File: src/rtl/pwm_tone_seq_if.sv
// Note-command handshake and tone outputs of pwm_tone_seq.
// The sequencer side drives commands; the tone block returns ready and the
// buzzer-facing status.
interface pwm_tone_seq_if #(
   parameter int DUTY_W = 8,
   parameter int DUR_W  = 8
);
   logic              note_valid;
   logic              note_ready;
   logic [2:0]        note;
   logic [1:0]        octave;
   logic [DUTY_W-1:0] duty;
   logic [DUR_W-1:0]  dur;
   logic              pwm_out;
   logic              busy;
   logic              done;

   modport master (
      output note_valid, note, octave, duty, dur,
      input  note_ready, pwm_out, busy, done
   );

   modport slave (
      input  note_valid, note, octave, duty, dur,
      output note_ready, pwm_out, busy, done
   );
endinterface

File: src/rtl/pwm_tone_seq.sv
// PWM tone sequencer: accepts note commands over a valid/ready handshake and
// plays each one for a programmable number of tone periods. A new note can be
// loaded on the last clock of the current one, so back-to-back notes switch
// exactly on a period boundary with no idle cycle.
module pwm_tone_seq #(
   parameter int CNT_W  = 16,
   parameter int DUTY_W = 8,
   parameter int DUR_W  = 8,
   parameter int P_DO   = 15267,
   parameter int P_RE   = 13605,
   parameter int P_MI   = 12121,
   parameter int P_FA   = 11461,
   parameter int P_SO   = 10230,
   parameter int P_LA   = 9090,
   parameter int P_SI   = 8097,
   parameter int P_REST = 401
) (
   input  logic           clk,
   input  logic           rst_n,
   pwm_tone_seq_if.slave  bus
);

   typedef enum logic {
      S_IDLE = 1'b0,
      S_PLAY = 1'b1
   } state_t;

   // Base period for a note; the octave shift truncates to CNT_W and very
   // short periods are clamped to 2 so the waveform always has a low phase.
   function automatic logic [CNT_W-1:0] calc_period(input logic [2:0] n,
                                                    input logic [1:0] oct);
      logic [CNT_W-1:0] base;
      logic [CNT_W-1:0] p;
      case (n)
         3'd0:    base = CNT_W'(P_REST);
         3'd1:    base = CNT_W'(P_DO);
         3'd2:    base = CNT_W'(P_RE);
         3'd3:    base = CNT_W'(P_MI);
         3'd4:    base = CNT_W'(P_FA);
         3'd5:    base = CNT_W'(P_SO);
         3'd6:    base = CNT_W'(P_LA);
         default: base = CNT_W'(P_SI);
      endcase
      case (oct)
         2'b00:   p = base << 1;
         2'b01:   p = base;
         2'b11:   p = base >> 1;
         default: p = base >> 2;
      endcase
      if (p < CNT_W'(2)) begin
         p = CNT_W'(2);
      end
      return p;
   endfunction

   // High time is taken from the full-width product so no precision is lost
   // before the shift; duty < 2**DUTY_W keeps it strictly below the period.
   function automatic logic [CNT_W-1:0] calc_high(input logic [CNT_W-1:0]  p,
                                                  input logic [DUTY_W-1:0] d);
      logic [CNT_W+DUTY_W-1:0] prod;
      prod = {{DUTY_W{1'b0}}, p} * {{CNT_W{1'b0}}, d};
      return prod[CNT_W+DUTY_W-1:DUTY_W];
   endfunction

   // A duration of 0 plays a single period, same as 1.
   function automatic logic [DUR_W-1:0] calc_last_per(input logic [DUR_W-1:0] d);
      return (d == '0) ? '0 : d - DUR_W'(1);
   endfunction

   // Only the values needed while playing are kept: octave, duty and dur are
   // folded into period, high time and last-period index at acceptance.
   state_t            state_q,    state_d;
   logic [2:0]        note_q,     note_d;
   logic [CNT_W-1:0]  period_q,   period_d;
   logic [CNT_W-1:0]  high_q,     high_d;
   logic [DUR_W-1:0]  last_per_q, last_per_d;
   logic [CNT_W-1:0]  phase_q,    phase_d;
   logic [DUR_W-1:0]  per_cnt_q,  per_cnt_d;
   logic              pwm_q,      pwm_d;

   logic              wrap;
   logic              last_cycle;
   logic              accept;
   logic [CNT_W-1:0]  cmd_period;
   logic [CNT_W-1:0]  cmd_high;
   logic [DUR_W-1:0]  cmd_last_per;

   // Period-boundary and end-of-note detection from the running counters.
   always_comb begin
      wrap       = (phase_q == period_q - CNT_W'(1));
      last_cycle = (state_q == S_PLAY) && wrap && (per_cnt_q == last_per_q);
   end

   // Ready only when idle or on the final clock of a note, never during reset.
   always_comb begin
      bus.note_ready = rst_n && ((state_q == S_IDLE) || last_cycle);
      bus.done       = rst_n && last_cycle;
      bus.busy       = (state_q == S_PLAY);
      bus.pwm_out    = pwm_q;
      accept         = bus.note_valid && bus.note_ready;
   end

   // Timing parameters of the command currently offered on the bus.
   always_comb begin
      cmd_period   = calc_period(bus.note, bus.octave);
      cmd_high     = calc_high(cmd_period, bus.duty);
      cmd_last_per = calc_last_per(bus.dur);
   end

   // Next-state: load on accept, otherwise step phase and period counters.
   always_comb begin
      state_d    = state_q;
      note_d     = note_q;
      period_d   = period_q;
      high_d     = high_q;
      last_per_d = last_per_q;
      phase_d    = phase_q;
      per_cnt_d  = per_cnt_q;
      // pwm_out reflects the phase of the previous cycle; rests stay low.
      pwm_d      = (state_q == S_PLAY) && (note_q != 3'd0) && (phase_q < high_q);

      if (accept) begin
         state_d    = S_PLAY;
         note_d     = bus.note;
         period_d   = cmd_period;
         high_d     = cmd_high;
         last_per_d = cmd_last_per;
         phase_d    = '0;
         per_cnt_d  = '0;
      end else if (state_q == S_PLAY) begin
         if (last_cycle) begin
            state_d   = S_IDLE;
            phase_d   = '0;
            per_cnt_d = '0;
         end else if (wrap) begin
            phase_d   = '0;
            per_cnt_d = per_cnt_q + DUR_W'(1);
         end else begin
            phase_d   = phase_q + CNT_W'(1);
         end
      end
   end

   // State register; reset aborts any note and clears the latched command.
   always_ff @(posedge clk) begin
      if (!rst_n) begin
         state_q    <= S_IDLE;
         note_q     <= '0;
         period_q   <= '0;
         high_q     <= '0;
         last_per_q <= '0;
         phase_q    <= '0;
         per_cnt_q  <= '0;
         pwm_q      <= 1'b0;
      end else begin
         state_q    <= state_d;
         note_q     <= note_d;
         period_q   <= period_d;
         high_q     <= high_d;
         last_per_q <= last_per_d;
         phase_q    <= phase_d;
         per_cnt_q  <= per_cnt_d;
         pwm_q      <= pwm_d;
      end
   end

endmodule
File: src/flat_wrapper.sv
// flat-port wrapper written by rule: the top's interface ports become plain ports
module pwm_tone_seq_flat 
#(
   parameter int CNT_W  = 16,
   parameter int DUTY_W = 8,
   parameter int DUR_W  = 8,
   parameter int P_DO   = 15267,
   parameter int P_RE   = 13605,
   parameter int P_MI   = 12121,
   parameter int P_FA   = 11461,
   parameter int P_SO   = 10230,
   parameter int P_LA   = 9090,
   parameter int P_SI   = 8097,
   parameter int P_REST = 401
)
  (clk, rst_n, bus_note_valid, bus_note, bus_octave, bus_duty, bus_dur, bus_note_ready, bus_pwm_out, bus_busy, bus_done);
  pwm_tone_seq_if #(.DUTY_W(DUTY_W), .DUR_W(DUR_W)) bus_i ();
  input  logic clk;
  input  logic rst_n;
  input wire logic [$bits(bus_i.note_valid)-1:0] bus_note_valid;
  input wire logic [$bits(bus_i.note)-1:0] bus_note;
  input wire logic [$bits(bus_i.octave)-1:0] bus_octave;
  input wire logic [$bits(bus_i.duty)-1:0] bus_duty;
  input wire logic [$bits(bus_i.dur)-1:0] bus_dur;
  output wire logic [$bits(bus_i.note_ready)-1:0] bus_note_ready;
  output wire logic [$bits(bus_i.pwm_out)-1:0] bus_pwm_out;
  output wire logic [$bits(bus_i.busy)-1:0] bus_busy;
  output wire logic [$bits(bus_i.done)-1:0] bus_done;
  assign bus_i.note_valid = bus_note_valid;
  assign bus_i.note = bus_note;
  assign bus_i.octave = bus_octave;
  assign bus_i.duty = bus_duty;
  assign bus_i.dur = bus_dur;
  assign bus_note_ready = bus_i.note_ready;
  assign bus_pwm_out = bus_i.pwm_out;
  assign bus_busy = bus_i.busy;
  assign bus_done = bus_i.done;
  pwm_tone_seq #(.CNT_W(CNT_W), .DUTY_W(DUTY_W), .DUR_W(DUR_W), .P_DO(P_DO), .P_RE(P_RE), .P_MI(P_MI), .P_FA(P_FA), .P_SO(P_SO), .P_LA(P_LA), .P_SI(P_SI), .P_REST(P_REST)) u_core (.clk(clk), .rst_n(rst_n), .bus(bus_i));
endmodule
File: config.mk
export PLATFORM = sky130hd
export DESIGN_NAME = pwm_tone_seq_flat
export DESIGN_NICKNAME = d
export VERILOG_FILES = /design/src/rtl/pwm_tone_seq_if.sv /design/src/rtl/pwm_tone_seq.sv /design/src/flat_wrapper.sv
export SDC_FILE = /design/constraint.sdc
export NUM_CORES = 1
export LEC_CHECK = 0
export ABC_AREA = 1
export BUFFER_PORTS_ARGS = -buffer_cell sky130_fd_sc_hd__buf_2
export CORE_MARGIN = 1.5
export CORE_UTILIZATION = 25
export CTS_CLUSTER_DIAMETER = 100
export CTS_CLUSTER_SIZE = 30
export DETAILED_ROUTE_END_ITERATION = 7
export PLACE_DENSITY = 0.46
export RECOVER_POWER = 100
export SYNTH_ARGS = -nofsm -noshare
export SYNTH_HDL_FRONTEND = slang
export SYNTH_SLANG_ARGS = --single-unit
File: constraint.sdc
create_clock -name clk -period 6.6 [get_ports clk]
set_input_delay 0.66 -clock clk [delete_from_list [all_inputs] [get_ports clk]]
set_output_delay 0.66 -clock clk [all_outputs]
set_load 0.02 [all_outputs]
Word level (Yosys, flattened, before mapping)
Cells that the tools add are included.
- bits in registers: 69
- bits in latches: 0
- RAM bits: 0
- bits in read-only memories: 0
- input port bits: 24
- output and inout port bits: 4
- logic and storage cells: 53
- memories: 0
- $add $sub $neg: 4
- multipliers: 1
- div/mod/pow operators: 0
- $lt $le $gt $ge: 2
- eq/ne operators: 10
- shift operators: 0
- mux-type cells: 11
- bitwise logic cells: 2
- reductions and logical operators: 15
- operators by type and width (cell ; count):
    $pmux 14 s7 ; 1
    $pmux 15 s3 ; 1
    $mux 16 ; 2
    $mux 8 ; 3
    $mul 15x8->23 ; 1
    $add 16x1->16 const B ; 1
    $eq 16x16->1 ; 1
    $lt 16x16->1 ; 1
    $sub 16x1->16 const B ; 1
    $lt 15x2->1 const B ; 1
    $mux 15 ; 1
    $eq 3x3->1 const B ; 3
    $add 8x1->8 const B ; 1
    $eq 8x8->1 ; 1
    $logic_not 8->1 ; 1
    $sub 8x1->8 const B ; 1
    $logic_and 1x1->1 ; 7
    $eq 3x2->1 const B ; 2
    $eq 3x1->1 const B ; 1
    $logic_not 3->1 ; 1
    $mux 1 ; 3
    $reduce_bool 3->1 ; 1
    $eq 2x1->1 const B ; 1
    $eq 2x2->1 const B ; 1
    other kinds (6) ; 7

Depth between registers and ports, before layout
- depth after elaboration: 8
- depth in mapped cells: 33
- mapped depth without buffers: 33

Worst setup path before layout
No wires, ideal clock.
- kind: input -> register
- start: input bus_note[1]
- end: register u_core.high_q[13]
- library setup time: 0.056 ns
- arrival: 5.593 ns
- required time: 6.544 ns
- path slack: 0.951 ns
- stages: 28
- path buffers: 0
- cell sequence: nand2_1 inv_1 or2_2 nor2_1 inv_1 o21ai_0 inv_1 a21oi_1 inv_1 or2_2 inv_1 nor2_1 fa_1 fa_1 fa_1 inv_1 fa_1 inv_1 ha_1 nand2_1 nor4_1 nand2_1 nand2_1 a21oi_1 or2_2 nand3_1 nand2_1 inv_1
- cells in the longest elaborated chain, start to end: 6
- elaborated cells between the ends (all ways): 12
- classes of those cells: mul: 1; order compare: 1; eq/ne: 6; mux: 3; reduce/logical: 1
- ends and longest elaborated chain (item ; RTL line ; text):
    from (decl) ; flat_wrapper.sv:21 ; input wire logic [$bits(bus_i.note)-1:0] bus_note;
    $eq 3x3->1, or another cell as far along ; pwm_tone_seq.sv:34 ; case (n)
    $pmux 14 s7 (*) ; pwm_tone_seq.sv:34 ;
    $pmux 15 s3 (*) ; pwm_tone_seq.sv:44 ; case (oct)
    $lt 15x2->1 ; pwm_tone_seq.sv:50 ; if (p < CNT_W'(2)) begin
    $mux 15 (*) ; pwm_tone_seq.sv:50 ;
    $mul 15x8->23 (*) ; pwm_tone_seq.sv:61 ; prod = {{DUTY_W{1'b0}}, p} * {{CNT_W{1'b0}}, d};
    to (signal assigned) ; pwm_tone_seq.sv:159 ; high_q <= high_d;
    to (decl) ; pwm_tone_seq.sv:75 ; logic [CNT_W-1:0] high_q, high_d;
Every way passes the cells marked *; elsewhere a longest branch is shown, timed or not.
A chain may end at the register's enable or synchronous reset.

Worst setup path after layout
- start: input bus_note[1]
- end: register u_core.high_q[8]
Same word-level chain as after synthesis.

==> results.py <==
metrics = {
    "setup_path": {
        "timing.setup.critical_path_class": "in2reg",
        "timing.critical_path.mode_cell": "sky130_fd_sc_hd__inv_1",
        "required_ns": 6.81,
        "timing.critical_path.from_type": "input pin",
        "worst_path_max_delay_cell": "sky130_fd_sc_hd__fa_1",
        "crit_path_max_fanout": 7,
        "cp_slowest_stage_delay_ns": 0.59,
        "critPathCaptureType": "flop",
        "worst-endpoint-arrival_ns": 6.31,
    },
    "cts": {
        "cts.sink_count": 67,
        "later_pin_clock_latency_in_the_skew_report_ns": 0.35,
        "clk_pin_slew_worst_paths_ns": 0.06,
        "cts_max_path_buffers": 2,
        "holdBufCountCts": 0,
        "cts.repair.resized": 0,
        "tritoncts": "yes",
        "post-cts-setup-buffers": 0,
        "numCtsBuffers": 9,
        "htree_levels": 3,
        "root_cell_of_the_clock_tree": "sky130_fd_sc_hd__clkbuf_16",
    },
    "power": {
        "pwr_density_cell_mw_per_mm2": 326,
        "total_leakage_power_uw": 0.00454,
        "vdd_ir_drop_max_mv": 0.201,
    },
    "placed_design": {
        "io_buffers": 27,
        "globalplace.congestion": 0.857,
        "placed_cells_incl_taps": 1656,
        "detailedPlacementHpwl_um": 20500,
        "placedInstanceArea_mm2": 0.00897,
    },
    "yosys": {
        "ys_seq_area_share_pct": 16.3,
        "synthDistinctLibCells": 44,
        "synth_xor_area_share_pct": 4.90,
        "synth_adder_area_share_pct": 27.6,
        "syn_area_mm2": 0.00822,
        "post_synth_mux_area_share_pct": 0,
        "post_synth_and_or_nand_nor_area_fraction_pct": 28.9,
        "mappedNetlistNets": 1343,
        "synthCells": 1184,
        "post_synthesis_area_per_instance_um2": 6.94,
        "synth.ff_latch_count": 67,
        "share_of_the_synthesized_area_in_compound_gates_ao_oa_aoi_oai_pct": 10.3,
        "largest_family_of_logic_cells_by_synthesized_area": "simple AND/OR/NAND/NOR gates",
        "ys.warnings.count": 0,
    },
    "grt": {
        "grtUsageMet1_pct": 20.5,
        "grt_pass1_wl_um": 41400,
        "grt_antenna_before_repair": 0,
        "grt_pass1_vias": 7696,
        "routing_layer_with_the_top_usage_in_global_route": "met2",
        "globalRouteTotalUtil_pct": 15.8,
        "globalRouteOverflowTotal": 0,
        "met3_usage_pct": 2.11,
        "pin_count_of_the_biggest_net_entering_global_routing": 52,
        "global_route.usage.met2_pct": 27.0,
    },
    "timing": {
        "setup_viol_count_final": 0,
        "timing.clock.skew_ns": 0.0110,
        "period_share_pct": 92.4,
        "hold_viol": 0,
        "maxClockFrequency_mhz": 164,
        "worst_rel_slew_slack_pct": 2.10,
        "final_period_minus_worst_setup_slack_ns": 6.10,
        "fin_setup_tns_ns": 0,
        "report.final.slew_viol_count": 0,
        "worst_pin_slew_ns": 1.46,
        "rsz0062_at_grt": "no",
    },
    "worst_hold_path": {
        "min_path_type": "reg2reg",
    },
    "final_layout": {
        "num-fill-cells": 3633,
        "post_layout_nonfiller_instances": 1672,
        "drive_above_1_share_pct": 7.32,
        "count_of_antenna_diodes_in_the_layout": 0,
        "post-route-cell-area_mm2": 0.00923,
        "final_net_count": 1384,
        "syn_to_final_growth_pct": 12.3,
    },
    "route": {
        "router_iterations_before_antenna_repair": 5,
        "vias_after_detailed_routing": 7627,
        "route.detailed.drc": 0,
        "drtAntennaViolNets": 0,
        "wire_per_inst_um": 15.1,
        "viasPerCell": 4.56,
        "detailedRoute.firstIterationViolations": 428,
        "finalWirelength_um": 25300,
    },
    "flow_run": {
        "timing.max_cap.violations": 0,
    },
    "floorplanning": {
        "coreArea_mm2": 0.0325,
        "floorplan.initialDensity_pct": 25.3,
        "io_pins": 28,
        "die-area_mm2": 0.0340,
        "row_count": 66,
        "floorplan.die.height_um": 184,
        "die_w_um": 184,
    },
    "status": {
        "outcome": "completed",
    },
}
[critical path, delay by kind of cell]
kind                     cells  cell delay (ns)
adder cells (fa/ha/maj)      5             2.49
AND/OR/NAND/NOR             11             1.38
buffers and inverters        8             0.83
AO/OA/AOI/OAI                6             0.94
[power by group]
part	switching, uW	total [uW]	internal (uW)	leakage (uW)
Combinational	1280	2010	732	0.00384
Clock	205	539	333	0.000156
Sequential	20.2	460	439	0.000547
[synthesized netlist by cell type (all sizes together)]
master | count | area [um2]
a2111oi | 1 | 8.76
a21o | 2 | 15.0
a21oi | 65 | 329
a221oi | 3 | 38.8
a31oi | 1 | 6.26
and2 | 1 | 6.26
and3 | 1 | 6.26
buf | 15 | 91.3
clkbuf | 4 | 15.0
clkinv | 6 | 22.5
dfxtp | 67 | 1340
fa | 77 | 1540
ha | 58 | 726
inv | 230 | 863
nand2 | 231 | 895
nand3 | 73 | 390
nand3b | 7 | 52.6
nand4 | 14 | 87.6
nor2 | 154 | 647
nor3 | 27 | 135
nor3b | 7 | 52.6
nor4 | 5 | 31.3
o21a | 4 | 30.0
o21ai | 53 | 265
o21bai | 2 | 26.3
o221ai | 3 | 26.3
o22ai | 16 | 100
or2 | 11 | 68.8
xnor2 | 17 | 149
xor2 | 29 | 254
[final timing paths]
| path | from | endpoint | slack (ns) | depth (start not counted) |
|---|---|---|---|---|
| hold / removal | u_core.high_q[7]$_SDFFE_PN0P_ | u_core.high_q[7]$_SDFFE_PN0P_ | 0.46 | 2 |
| setup / recovery | bus_note[1] | u_core.high_q[8]$_SDFFE_PN0P_ | 0.50 | 30 |
| hold reg to reg | u_core.high_q[7]$_SDFFE_PN0P_ | u_core.high_q[7]$_SDFFE_PN0P_ | 0.46 | 2 |
| setup reg to reg | u_core.period_q[0]$_SDFFE_PN0P_ | u_core.last_per_q[5]$_SDFFE_PN0P_ | 2.39 | 16 |
[registers in the layout (all words and copies together), names as in the netlist]
| signal | count |
|---|---|
| u_core.bus.busy | 1 |
| u_core.bus.pwm_out | 1 |
| u_core.high_q | 15 |
| u_core.last_per_q | 8 |
| u_core.note_q | 3 |
| u_core.per_cnt_q | 8 |
| u_core.period_q | 15 |
| u_core.phase_q | 16 |
[per-layer routing]
layer / vias to the layer above / wire length, um
met3: 41 / 760
li1: 3802 / -
met2: 132 / 12100
met1: 3652 / 11700
met4: 0 / 712
met5: - / 0
[final cells by class]
class / count / area [um2] / share of cell area, %
inverters: 236 / 886 / 9.59
multi-input cells: 862 / 5840 / 63.2
well taps: 442 / 553 / 5.99
flip-flops and latches: 67 / 1340 / 14.5
clock inverters: 7 / 98.8 / 1.07
repair buffers: 49 / 294 / 3.18
clock buffers: 9 / 225 / 2.44
[logic make-up (layout without fill, tap and decap cells)]
group,Yosys count,in the layout
and+or+nand+nor,531,531
buffers and inverters,255,301
AOI/OAI and AO/OA,150,150
adders and majority gates,135,135
DFF,67,67
xor gates and xnor gates,46,46
[through the flow]
stage / hold slack [ns] / util [%] / worst slack [ns] / total power, uW
4_1_cts: 0.462 / 28.6 / 0.558 / 3070
6_report: 0.461 / 28.5 / 0.503 / 3010
3_3_place_gp: 0.448 / 27.6 / 0.187 / 2520
2_1_floorplan: 0.435 / - / 0.951 / 1930
5_1_grt: 0.502 / 28.5 / 0.0517 / 3360
3_5_place_dp: 0.454 / 27.6 / 0.216 / 2510
[placed cells by master (no fill, tap or decap), types with 16 or more instances in the layout]
master,count
sky130_fd_sc_hd__buf_2,22
sky130_fd_sc_hd__nand2_1,226
sky130_fd_sc_hd__xor2_1,29
sky130_fd_sc_hd__o21ai_0,50
sky130_fd_sc_hd__dfxtp_1,67
sky130_fd_sc_hd__nand3_1,69
sky130_fd_sc_hd__buf_4,22
sky130_fd_sc_hd__o22ai_1,16
sky130_fd_sc_hd__nor2_1,147
sky130_fd_sc_hd__inv_1,230
sky130_fd_sc_hd__nor3_1,27
sky130_fd_sc_hd__xnor2_1,17
sky130_fd_sc_hd__fa_1,77
sky130_fd_sc_hd__a21oi_1,64
sky130_fd_sc_hd__ha_1,58
Note: power is estimated with default switching activity, not from simulation.
